## config.mk

```make
export PLATFORM = sky130hd
export DESIGN_NAME = pulse_stretch
export DESIGN_NICKNAME = d
export VERILOG_FILES = /design/src/rtl/pulse_stretch.sv
export SDC_FILE = /design/constraint.sdc
export NUM_CORES = 1
export LEC_CHECK = 0
export ABC_CLOCK_PERIOD_IN_PS = 4700
export CAP_MARGIN = 20
export CORE_MARGIN = 2
export CORE_UTILIZATION = 45
export CTS_CLUSTER_SIZE = 20
export DETAILED_ROUTE_END_ITERATION = 12
export PLACE_DENSITY = 0.68
export SYNTH_ARGS = -nofsm -noshare
export SYNTH_HDL_FRONTEND = slang
export SYNTH_SLANG_ARGS = --single-unit
```

## constraint.sdc

```tcl
create_clock -name clk -period 4.7 [get_ports clk]
set_input_delay 1.41 -clock clk [delete_from_list [all_inputs] [get_ports clk]]
set_output_delay 1.41 -clock clk [all_outputs]
set_load 0.01 [all_outputs]
```

## src/rtl/pulse_stretch.sv

```systemverilog
// pulse_stretch: turns single-cycle event pulses into fixed-width level
// windows. Pulses arriving while a window (or its trailing gap) is active are
// queued in a saturating pending counter and replayed back-to-back, each
// window separated from the next by GAP_CYCLES low clocks.
//
// Optional build macro: PULSE_STRETCH_RETRIGGER_EN
//   defined   - a pulse during HOLD restarts the hold count, extending the
//               current window instead of queueing another one.
//   undefined - pulses during HOLD queue like pulses during GAP.
module pulse_stretch #(
  parameter int HOLD_CYCLES = 4,
  parameter int GAP_CYCLES  = 2,
  parameter int PEND_W      = 2
) (
  input  logic              clk,
  input  logic              rst,
  input  logic              pulse_in,
  output logic              level_out,
  output logic              busy,
  output logic [PEND_W-1:0] pending,
  output logic              overflow
);

  // Counters run 0..N-1, so $clog2(N) bits suffice; keep at least one bit.
  localparam int HOLD_W = (HOLD_CYCLES > 1) ? $clog2(HOLD_CYCLES) : 1;
  localparam int GAP_W  = (GAP_CYCLES  > 1) ? $clog2(GAP_CYCLES)  : 1;

  localparam logic [HOLD_W-1:0] HOLD_LAST = HOLD_W'(HOLD_CYCLES - 1);
  localparam logic [GAP_W-1:0]  GAP_LAST  = GAP_W'(GAP_CYCLES - 1);
  localparam logic [PEND_W-1:0] PEND_MAX  = '1;

  typedef enum logic [1:0] {
    IDLE = 2'd0,
    HOLD = 2'd1,
    GAP  = 2'd2
  } state_t;

  state_t             state, state_d;
  logic [HOLD_W-1:0]  hold_cnt, hold_cnt_d;
  logic [GAP_W-1:0]   gap_cnt, gap_cnt_d;
  logic [PEND_W-1:0]  pending_d;
  logic               overflow_d;
  logic               queue_full;

  assign queue_full = (pending == PEND_MAX);

  // Next-state, counter and queue decisions for the coming edge.
  always_comb begin
    // NOTE: every target gets a default before the case so no path can
    // leave one unassigned, which would otherwise infer a latch.
    state_d    = state;
    hold_cnt_d = hold_cnt;
    gap_cnt_d  = gap_cnt;
    pending_d  = pending;
    overflow_d = 1'b0;

    case (state)
      IDLE: begin
        if (pulse_in) begin
          state_d    = HOLD;
          hold_cnt_d = '0;
        end
      end

      HOLD: begin
`ifdef PULSE_STRETCH_RETRIGGER_EN
        if (pulse_in) begin
          // Restart the window: HOLD_CYCLES more clocks from this pulse.
          hold_cnt_d = '0;
        end else if (hold_cnt == HOLD_LAST) begin
          state_d   = GAP;
          gap_cnt_d = '0;
        end else begin
          hold_cnt_d = hold_cnt + 1'b1;
        end
`else
        if (pulse_in) begin
          if (queue_full) overflow_d = 1'b1;
          else            pending_d  = pending + 1'b1;
        end
        if (hold_cnt == HOLD_LAST) begin
          state_d   = GAP;
          gap_cnt_d = '0;
        end else begin
          hold_cnt_d = hold_cnt + 1'b1;
        end
`endif
      end

      GAP: begin
        if (gap_cnt == GAP_LAST) begin
          if (pending != '0) begin
            // Start a queued window; a simultaneous pulse takes its place.
            state_d    = HOLD;
            hold_cnt_d = '0;
            if (!pulse_in) pending_d = pending - 1'b1;
          end else if (pulse_in) begin
            state_d    = HOLD;
            hold_cnt_d = '0;
          end else begin
            state_d = IDLE;
          end
        end else begin
          gap_cnt_d = gap_cnt + 1'b1;
          if (pulse_in) begin
            if (queue_full) overflow_d = 1'b1;
            else            pending_d  = pending + 1'b1;
          end
        end
      end

      default: state_d = IDLE;
    endcase
  end

  // State, counters and registered outputs; reset truncates any window.
  always_ff @(posedge clk or posedge rst) begin
    if (rst) begin
      state     <= IDLE;
      hold_cnt  <= '0;
      gap_cnt   <= '0;
      pending   <= '0;
      overflow  <= 1'b0;
      level_out <= 1'b0;
      busy      <= 1'b0;
    end else begin
      // NOTE: non-blocking assignments so every register samples the
      // pre-edge values computed above, independent of statement order.
      state     <= state_d;
      hold_cnt  <= hold_cnt_d;
      gap_cnt   <= gap_cnt_d;
      pending   <= pending_d;
      overflow  <= overflow_d;
      level_out <= (state_d == HOLD);
      busy      <= (state_d != IDLE);
    end
  end

endmodule

```

After elaboration in Yosys (flattened, before gate mapping)
Index checks and enable logic that the tools add are counted.

word-level totals
  output and inout bits = 5
  flip-flop bits (word level) = 10
  word-level logic and storage cells = 53
  input bits = 3

cells by class
  equal/unequal tests = 10
  add/subtract/negate cells = 4
  muxes and demuxes = 24
  reduce and logical (&&, ||, !) cells = 8

operator list
  operator             number
  $mux 2               12
  $pmux 2 s3           2
  $mux 1               7
  $eq 2x2->1 const B   3
  $ne 2x2->1 const B   3
  $ne 3x3->1 const B   2
  $reduce_and 3->1     2
  $reduce_bool 2->1    3
  $add 2x1->2 const B  2
  $eq 2x1->1 const B   2
  $pmux 1 s2           2
  $pmux 2 s2           1
  $reduce_bool 3->1    1
  $logic_not 2->1      1
  $reduce_and 2->1     1
  $sub 2x1->2 const B  1
  $add 1x1->1 const B  1

Logic depth before layout (Yosys ltp)
Gate-level depths: netlist of run 1.

  depth after elaboration = 5
  depth in mapped cells = 6
  mapped depth without buffers = 5

Least setup slack after synthesis of run 1
Ideal clock, no wire load.

  path kind = input to register
  start point = input port pulse_in
  end point = register pending[1]
  slack = 2.412 ns
  buffers on the path = 1
  arrival time = 2.166 ns
  data required time = 4.579 ns
  setup time = 0.121 ns
  stages = 4
  path through = buf_6 o211a_1 or2_1 o22a_1

on the way
  cells in the longest elaborated chain, start to end = 3
  elaborated cells between the ends (all ways) = 5
  those cells by class = eq/ne (1); mux (3); reduce/logical (1)

ends and longest elaborated chain
  what                  RTL line  source
  start, declared       17        input logic pulse_in,
  $mux 2 (2 in a row)   n/a
  $pmux 2 s2            n/a
  end signal, assigned  132       pending <= pending_d;
  end, declared         20        output logic [PEND_W-1:0] pending,

Several ways; a longest one is shown, not always the timed one.
A chain may end at the register's enable or synchronous reset.

Worst setup path after layout of run 1
  start point = register pending[0]
  end point = output port pending[0]

No word-level cell between the ends.

==> results.toml, run 1 <==
[status]
status = "completed"

[synthesis]
yosys_warnings = 0
ys_ff_latch = 10
syn-cell-area_um2 = 657
syn_nets = 77
ys_types = 32
avgSynthCellArea_um2 = 9.95
yosysTopAreaCell = "dfrtp_1"
synth_edf_count = 0
yosysSeqAreaShare_pct = 38.1
synth-main-ff-cell = "dfrtp_1"
synth_area_leaders = "dfrtp_1 (38%), ha_1 (15%), inv_1 (3.4%)"
synth_common_cells = "dfrtp_1 (10), ha_1 (8), inv_1 (6)"
yosysMostFrequentCell = "dfrtp_1"
synthCells = 66
async_reset_ff_share_pct = 100
netlist.area_leader.share_pct = 38.1

[hold_path]
hold_depth = 1
holdCritPathClass = "reg -> reg"
min_to = "hold_cnt[1]"
hp-start = "hold_cnt[1]"

[worst_setup_path]
critPathArrivalTime_ps = 1290
endpoint_kind = "primary output"
start_kind = "register"
critPathKind = "reg -> out"
slowest_stage = "clkdlybuf4s50_1"
path_cells = "clkdlybuf4s50_1"
rr_startpoint = "state[0]"
crit_buf_inv = 1
cpLargestDelayFamily = "buffers and inverters"
max_stage_delay_ps = 570
crit_fanout = 6
reg2reg_slack_ps = 3030
cp.required_ps = 3290
worstRegToRegCells = 5
reg2reg_to = "level_out"

[drt]
drc_errors = 0
drt_wl_total_um = 1120
viasPerCell = 5.67
dr.pass1.iters = 4
post_drt_wl_per_cell_um = 12.6
ant_nets = 0
vias = 505
drtIter0Drc = 12

[sta]
finalSetupViolCount = 0
rsz0062_at_grt = "false"
tightestPinTransition_ps = 390
slew_violations = 0
final-hold-violation-count = 0
fin_crit_sh_pct = 57.4
slew_headroom_pct = 74.0
layout_min_cycle_time_ps = 2700
setup_ws_ps = 2000
max_freq_mhz = 371
fin_tns_setup_ps = 0
finalClockSkew_ps = 2.88
hold_slack_ps = 527

[global_routing]
grt_max_degree = 14
antenna_found_initial = 0
grt_pass1_wl_um = 2020
grt_pass1_vias = 444
grt-ovfl-total = 0
groute.usage.overall_pct = 15.5

[clock_network]
clock_path_buffers = 2
cts_resized = 0
path_clk_slew_ps = 60
cts_sinks = 10
clk_latency_ps = 270
h-tree-depth = 1
cts_root_buf = "clkbuf_4"
post_cts.repair.setup_buffers = 0
numCtsBuffers = 3
cts_tree = "built"
hold_buffers = 0

[final_layout]
n_antenna_cell = 0
drive_gt1_share_pct = 6.76
nFillCells = 118
areaGrowthSynthToFinish_pct = 15.8
nets = 86
fin_cells = 89
regArea_um2 = 250
multiInputGateArea_um2 = 363
postLayoutCellArea_um2 = 761

[power]
power_frac_clock_pct = 16.3
seqPwrFrac_pct = 33.3
intPower_uw = 291
comb_power_share_pct = 50.4
ir_worst_vdd_v = 0.000310
switching_share_pct = 37.4
netSwitchingPower_uw = 174
power_density_nw_per_um2 = 610
p_leak_nw = 0.372

[floorplan]
placementRows = 13
die_height_um = 42.2
num_io_pins = 8
core_um2 = 1330
die_x_um = 42.2
start_util_pct = 49.2
die-area_um2 = 1780

[placed_design]
placed_cell_area_um2 = 724
dp_hpwl_um = 826
dpl.cell_count = 85
gp_congestion = 0.784
port_buffers = 7
pre_cts_ws_ps = 1850

[run]
drv_cap = 0
flip-flops by register name (all words and copies together), names as in the netlist:
register and count:
busy 1, gap_cnt 1, hold_cnt 2, level_out 1, overflow 1, pending 2, state 2
layer usage:
layer,GRT usage (%),up-vias,routed length (µm)
met4,5.63,0,14
met3,7.76,4,68
met1,21.4,234,560
met2,20.6,12,474
li1,-,255,-
met5,0,-,0
layout by cell type (no fill, tap or decap), types with 2 or more instances in the layout:
master           instances
nand2_1                  3
nand2b_1                 2
a21oi_1                  3
dfrtp_1                 10
a31oi_1                  2
ha_1                     8
o31ai_1                  2
o21ai_0                  2
nor2_1                   4
inv_1                    6
clkbuf_4                 3
o211a_1                  2
clkdlybuf4s50_1          7
power groups by stage:
stage | clock [mW] | sequential [mW] | combinational [mW]
after floorplan | 0 | 0.151 | 0.174
after global placement | 0 | 0.155 | 0.231
after detailed placement | 0 | 0.156 | 0.235
after CTS | 0.0795 | 0.154 | 0.236
after global routing | 0.0849 | 0.159 | 0.266
final | 0.0758 | 0.154 | 0.234
cells by family after synthesis:
group | share of synthesized area, %
AO/OA/AOI/OAI | 22.1
AND/OR/NAND/NOR | 16.2
flip-flops | 38.1
buffers and inverters | 6.67
adder cells (fa/ha/maj) | 15.2
multiplexers | 1.71
per-stage QoR:
stage	utilization, %	power [mW]
floorplan	-	0.325
global placement	54.3	0.386
detailed placement	54.3	0.391
CTS	57.0	0.469
global route	57.0	0.510
finish	57.0	0.464
final cells by class:
cell class | count | area share [%]
Multi-Input combinational cell | 47 | 47.7
Sequential cell | 10 | 32.9
Tap cell | 15 | 2.47
Timing Repair Buffer | 7 | 9.21
Clock buffer | 4 | 4.77
Inverter | 6 | 2.96
how the worst max path moves through the flow:
stage | startpoint | end | slack (ps) | cells past startpoint
after floorplan | pulse_in | pending[1] | 2410 | 4
after global placement | pulse_in | pending[0] | 1850 | 4
after detailed placement | pulse_in | level_out | 1850 | 4
after CTS | pending[0] | pending[0] | 1980 | 1
after global routing | pending[0] | pending[0] | 1920 | 1
final | pending[0] | pending[0] | 2000 | 1
Note: power is estimated with default switching activity, not from simulation.
==> run 2, diff against run 1 <==
--- a/config.mk
+++ b/config.mk
@@ -5,7 +5,7 @@
 export SDC_FILE = /design/constraint.sdc
 export NUM_CORES = 1
 export LEC_CHECK = 0
-export ABC_CLOCK_PERIOD_IN_PS = 4700
+export ABC_CLOCK_PERIOD_IN_PS = 2800
 export CAP_MARGIN = 20
 export CORE_MARGIN = 2
 export CORE_UTILIZATION = 45
==> constraint.sdc (replaced) <==
create_clock -name clk -period 2.8 [get_ports clk]
set_input_delay 0.84 -clock clk [delete_from_list [all_inputs] [get_ports clk]]
set_output_delay 0.84 -clock clk [all_outputs]
set_load 0.01 [all_outputs]
==> run 2 against run 1 <==
Wire length rose by 4.8%. Global-route usage up 0.28 points. First-iteration DRC count down 17%. Register-to-register slack got worse by 1900 ps. Critical path depth did not move. Total power increased by 68%. Count of clock-buffer cells in the layout unchanged. Clock power is 68% higher. Worst hold slack about the same. Final area unchanged. Die area unchanged. Combinational power up 69%. Largest power group unchanged. Highest routed layer is now met3.
==> results.toml, run 2 (synthesis results as in run 1) <==
[placed_design]
placed_cell_area_um2 = 724
port_buffers = 7
pre_cts_ws_ps = 514
gp_congestion = 0.784
dp_hpwl_um = 858

[clock_network]
cts_root_buf = "clkbuf_4"
clock_path_buffers = 2
cts_resized = 0
clk_latency_ps = 260
cts_tree = "built"
h-tree-depth = 1
path_clk_slew_ps = 60
cts_sinks = 10
hold_buffers = 0
numCtsBuffers = 3
post_cts.repair.setup_buffers = 0

[sta]
rsz0062_at_grt = "false"
slew_violations = 0
slew_headroom_pct = 72.7
layout_min_cycle_time_ps = 2120
finalClockSkew_ps = 2.52
tightestPinTransition_ps = 410
setup_ws_ps = 679
fin_tns_setup_ps = 0
final-hold-violation-count = 0
max_freq_mhz = 471
finalSetupViolCount = 0
fin_crit_sh_pct = 75.8

[hold_path]
holdCritPathClass = "reg -> reg"

[drt]
post_drt_wl_per_cell_um = 13.2
vias = 493
viasPerCell = 5.54
drt_wl_total_um = 1170
dr.pass1.iters = 4
drc_errors = 0
ant_nets = 0
drtIter0Drc = 10

[global_routing]
grt-ovfl-total = 0
grt_max_degree = 14
antenna_found_initial = 0
groute.usage.overall_pct = 15.8
grt_pass1_vias = 479
grt_pass1_wl_um = 2160

[floorplan]
die_height_um = 42.2
die-area_um2 = 1780
die_x_um = 42.2
num_io_pins = 8
placementRows = 13
start_util_pct = 49.2
core_um2 = 1330

[worst_setup_path]
max_stage_delay_ps = 570
cp.required_ps = 1960
slowest_stage = "clkdlybuf4s50_1"
endpoint_kind = "primary output"
critPathArrivalTime_ps = 1280
cpLargestDelayFamily = "buffers and inverters"
crit_fanout = 6
start_kind = "register"
crit_buf_inv = 1
path_cells = "clkdlybuf4s50_1"
critPathKind = "reg -> out"

[final_layout]
drive_gt1_share_pct = 6.76
final_cell_mix = "dfrtp_1 (10), ha_1 (8), clkdlybuf4s50_1 (7)"
areaGrowthSynthToFinish_pct = 15.8
reg_top3 = "hold_cnt: 2 flops, pending: 2 flops, state: 2 flops"
n_antenna_cell = 0
postLayoutCellArea_um2 = 761
layout_commonest_cell = "dfrtp_1"
nets = 86

[power]
ir_worst_vdd_v = 0.000679
switching_share_pct = 37.6
p_leak_nw = 0.372
netSwitchingPower_uw = 294
power_uw = 782
intPower_uw = 488
power_density_nw_per_um2 = 1030
seqPwrFrac_pct = 33.2
comb_power_share_pct = 50.6
power_frac_clock_pct = 16.2

[status]
status = "completed"

[run]
drv_cap = 0
run 2: cell type report:
class                      instances  area [µm²]
clock buffer                       4        36.3
fill                             119         573
inverter                           6        22.5
multi-input combinational         47         363
sequential                        10         250
tap                               15        18.8
timing repair buffer               7        70.1
run 2: through the flow:
step	utilization, %	hold WS [ps]	cells
after CTS	57.0	536	89
after global routing	57.0	545	89
after detailed placement	54.3	521	85
after floorplan	-	477	66
after global placement	54.3	500	85
final	57.0	526	89
run 2: path summary, 6_finish.rpt:
| check | from | endpoint | slack (ps) | cells after the start |
|---|---|---|---|---|
| hold / removal | hold_cnt[1] | hold_cnt[1] | 530 | 1 |
| max in group asynchronous | rst | hold_cnt[0] | 1690 | 2 |
| setup reg to reg | state[0] | level_out | 1100 | 5 |
| setup / recovery | pending[0] | pending[0] | 680 | 1 |
| min in group asynchronous | rst | busy | 840 | 2 |
| hold reg to reg | hold_cnt[1] | hold_cnt[1] | 530 | 1 |
run 2: power by group through the flow:
stage / Clock [mW] / Sequential [mW] / Combinational (mW)
2_1_floorplan: 0 / 0.253 / 0.293
3_3_place_gp: 0 / 0.260 / 0.388
3_5_place_dp: 0 / 0.262 / 0.397
4_1_cts: 0.131 / 0.259 / 0.398
5_1_grt: 0.139 / 0.270 / 0.453
6_report: 0.127 / 0.260 / 0.395
run 2: routing by layer:
layer  global-route usage (%)  vias to the layer above  part of all wire, %
li1                         -                      252                    -
met1                     23.4                      229                   52
met2                     22.2                       12                   42
met3                     6.47                        0                  5.5
met4                     1.88                        0                    0
met5                        0                        -                    0
==> run 3, diff against run 2 <==
--- a/config.mk
+++ b/config.mk
@@ -5,13 +5,13 @@
 export SDC_FILE = /design/constraint.sdc
 export NUM_CORES = 1
 export LEC_CHECK = 0
-export ABC_CLOCK_PERIOD_IN_PS = 2800
+export ABC_CLOCK_PERIOD_IN_PS = 1900
 export CAP_MARGIN = 20
 export CORE_MARGIN = 2
 export CORE_UTILIZATION = 45
 export CTS_CLUSTER_SIZE = 20
 export DETAILED_ROUTE_END_ITERATION = 12
-export PLACE_DENSITY = 0.68
+export PLACE_DENSITY = 0.7
 export SYNTH_ARGS = -nofsm -noshare
 export SYNTH_HDL_FRONTEND = slang
 export SYNTH_SLANG_ARGS = --single-unit
==> constraint.sdc (replaced) <==
create_clock -name clk -period 1.9 [get_ports clk]
set_input_delay 0.57 -clock clk [delete_from_list [all_inputs] [get_ports clk]]
set_output_delay 0.57 -clock clk [all_outputs]
set_load 0.01 [all_outputs]
==> run 3 against run 2 <==
Sequential power rose by 47%. Via count rose by 0.41%. First-iteration DRC count rose by 20%. Clock power rose by 7%. Combinational power rose by 50%. Clock skew rose by 6.2 ps. Die area did not move. Critical path depth did not move. Global-route usage fell by 1.7 points. Non-clock buffer count rose by 2. Worst hold slack improved by 12 ps. Critical path type unchanged. Critical endpoint unchanged. Highest routed layer unchanged.
==> results.toml, run 3 (synthesis results as in run 1) <==
[worst_setup_path]
reg2reg_to = "pending[0]"
crit_buf_inv = 1
start_kind = "register"
endpoint_kind = "primary output"
max_stage_delay_ps = 570
path_cells = "clkdlybuf4s50_1"
cp.required_ps = 1330
critPathKind = "reg -> out"
rr_startpoint = "state[0]"
slowest_stage = "clkdlybuf4s50_1"
crit_fanout = 6
worstRegToRegCells = 5
cpLargestDelayFamily = "buffers and inverters"
reg2reg_slack_ps = 210
critPathArrivalTime_ps = 1280

[clock_network]
numCtsBuffers = 3
h-tree-depth = 1
clk_latency_ps = 260
hold_buffers = 0
clock_path_buffers = 2
cts_resized = 0
cts_tree = "built"
path_clk_slew_ps = 60
cts_root_buf = "clkbuf_4"
post_cts.repair.setup_buffers = 0
cts_sinks = 10

[status]
status = "completed"

[global_routing]
groute.usage.overall_pct = 14.1
grt_pass1_vias = 439
grt_pass1_wl_um = 1860
antenna_found_initial = 0
grt_max_degree = 14
grt-ovfl-total = 0

[hold_path]
hold_depth = 1
hp-start = "hold_cnt[1]"
min_to = "hold_cnt[1]"
holdCritPathClass = "reg -> reg"

[drt]
ant_nets = 0
dr.pass1.iters = 4
vias = 495
drtIter0Drc = 12
post_drt_wl_per_cell_um = 12.4
drc_errors = 0
viasPerCell = 5.50
drt_wl_total_um = 1120

[final_layout]
reg_top3 = "hold_cnt: 2 flops, pending: 2 flops, state: 2 flops"
final_util_pct = 57.1
nFillCells = 116
areaGrowthSynthToFinish_pct = 16.0
layout_commonest_cell = "dfrtp_1"
regArea_um2 = 250
n_antenna_cell = 0
final_cell_mix = "dfrtp_1 (10), ha_1 (8), clkdlybuf4s50_1 (7)"
drive_gt1_share_pct = 8.00
multiInputGateArea_um2 = 363
nets = 88

[floorplan]
placementRows = 13
core_um2 = 1330
die_x_um = 42.2
start_util_pct = 49.2
num_io_pins = 8
die_height_um = 42.2
die-area_um2 = 1780

[placed_design]
pre_cts_ws_ps = -32.1
dp_hpwl_um = 877
gp_congestion = 0.842
port_buffers = 7

[sta]
final-hold-violation-count = 0
setup_ws_ps = 45.0
slew_headroom_pct = 73.9
tightestPinTransition_ps = 391
finalClockSkew_ps = 8.74
max_freq_mhz = 539
fin_crit_sh_pct = 97.6
rsz0062_at_grt = "false"
finalSetupViolCount = 0
layout_min_cycle_time_ps = 1850
slew_violations = 0

[power]
ir_worst_vdd_v = 0.00103
power_density_nw_per_um2 = 1460
p_leak_nw = 0.374

[run]
drv_cap = 0
[run 3: changes by cell type in the layout (fill, tap and decap cells not counted)]
cell      change
buf_4         +2
clkbuf_8      -1
[run 3: worst reg2reg max path: cells and delay by family (launching register included)]
family / cells / cell delay, ps
DFF: 1 / 430
adders and majority gates: 1 / 400
and+or+nand+nor: 2 / 390
AOI/OAI and AO/OA: 1 / 280
buffers and inverters: 1 / 100
[run 3: area by class of cell]
type                            instances  area share, %
Clock buffer                            3           2.96
Inverter                                6           2.96
Multi-Input combinational cell         47           47.6
Sequential cell                        10           32.8
Tap cell                               15           2.46
Timing Repair Buffer                    9           11.2
[run 3: worst max-delay path by stage]
stage,startpoint,endpoint,cells past startpoint
finish,pending[0],pending[0],1
global route,pending[0],pending[0],1
CTS,pending[0],pending[0],1
detailed placement,pulse_in,level_out,5
global placement,pulse_in,pending[0],4
floorplan,state[0],pending[1],6
[run 3: metal layers]
layer  vias up  wire length [µm]  GRT usage [%]
met1       231               588           18.2
met5         -                 0              0
met3         0                53           7.76
met4         0                 0           3.75
li1        257                 -              -
met2         7               474           20.3
[run 3: where the power goes]
group / leakage (nW) / switching, mW / internal, mW
combinational: 0.241 / 0.287 / 0.305
clock: 0.0138 / 0.0635 / 0.0727
sequential: 0.120 / 0.0784 / 0.303
total: 0.374 / 0.429 / 0.680
[run 3: stage by stage]
stage / hold slack [ps] / instances / area (µm²) / setup TNS, ps / power, mW
4_1_cts: 528 / 90 / 762 / 0 / 1.12
5_1_grt: 538 / 90 / 762 / 0 / 1.20
2_1_floorplan: 410 / 66 / 657 / 0 / 0.805
3_5_place_dp: 514 / 87 / 739 / -58.7 / 0.976
3_3_place_gp: 499 / 87 / 739 / -23.0 / 0.961
6_report: 539 / 90 / 762 / 0 / 1.11
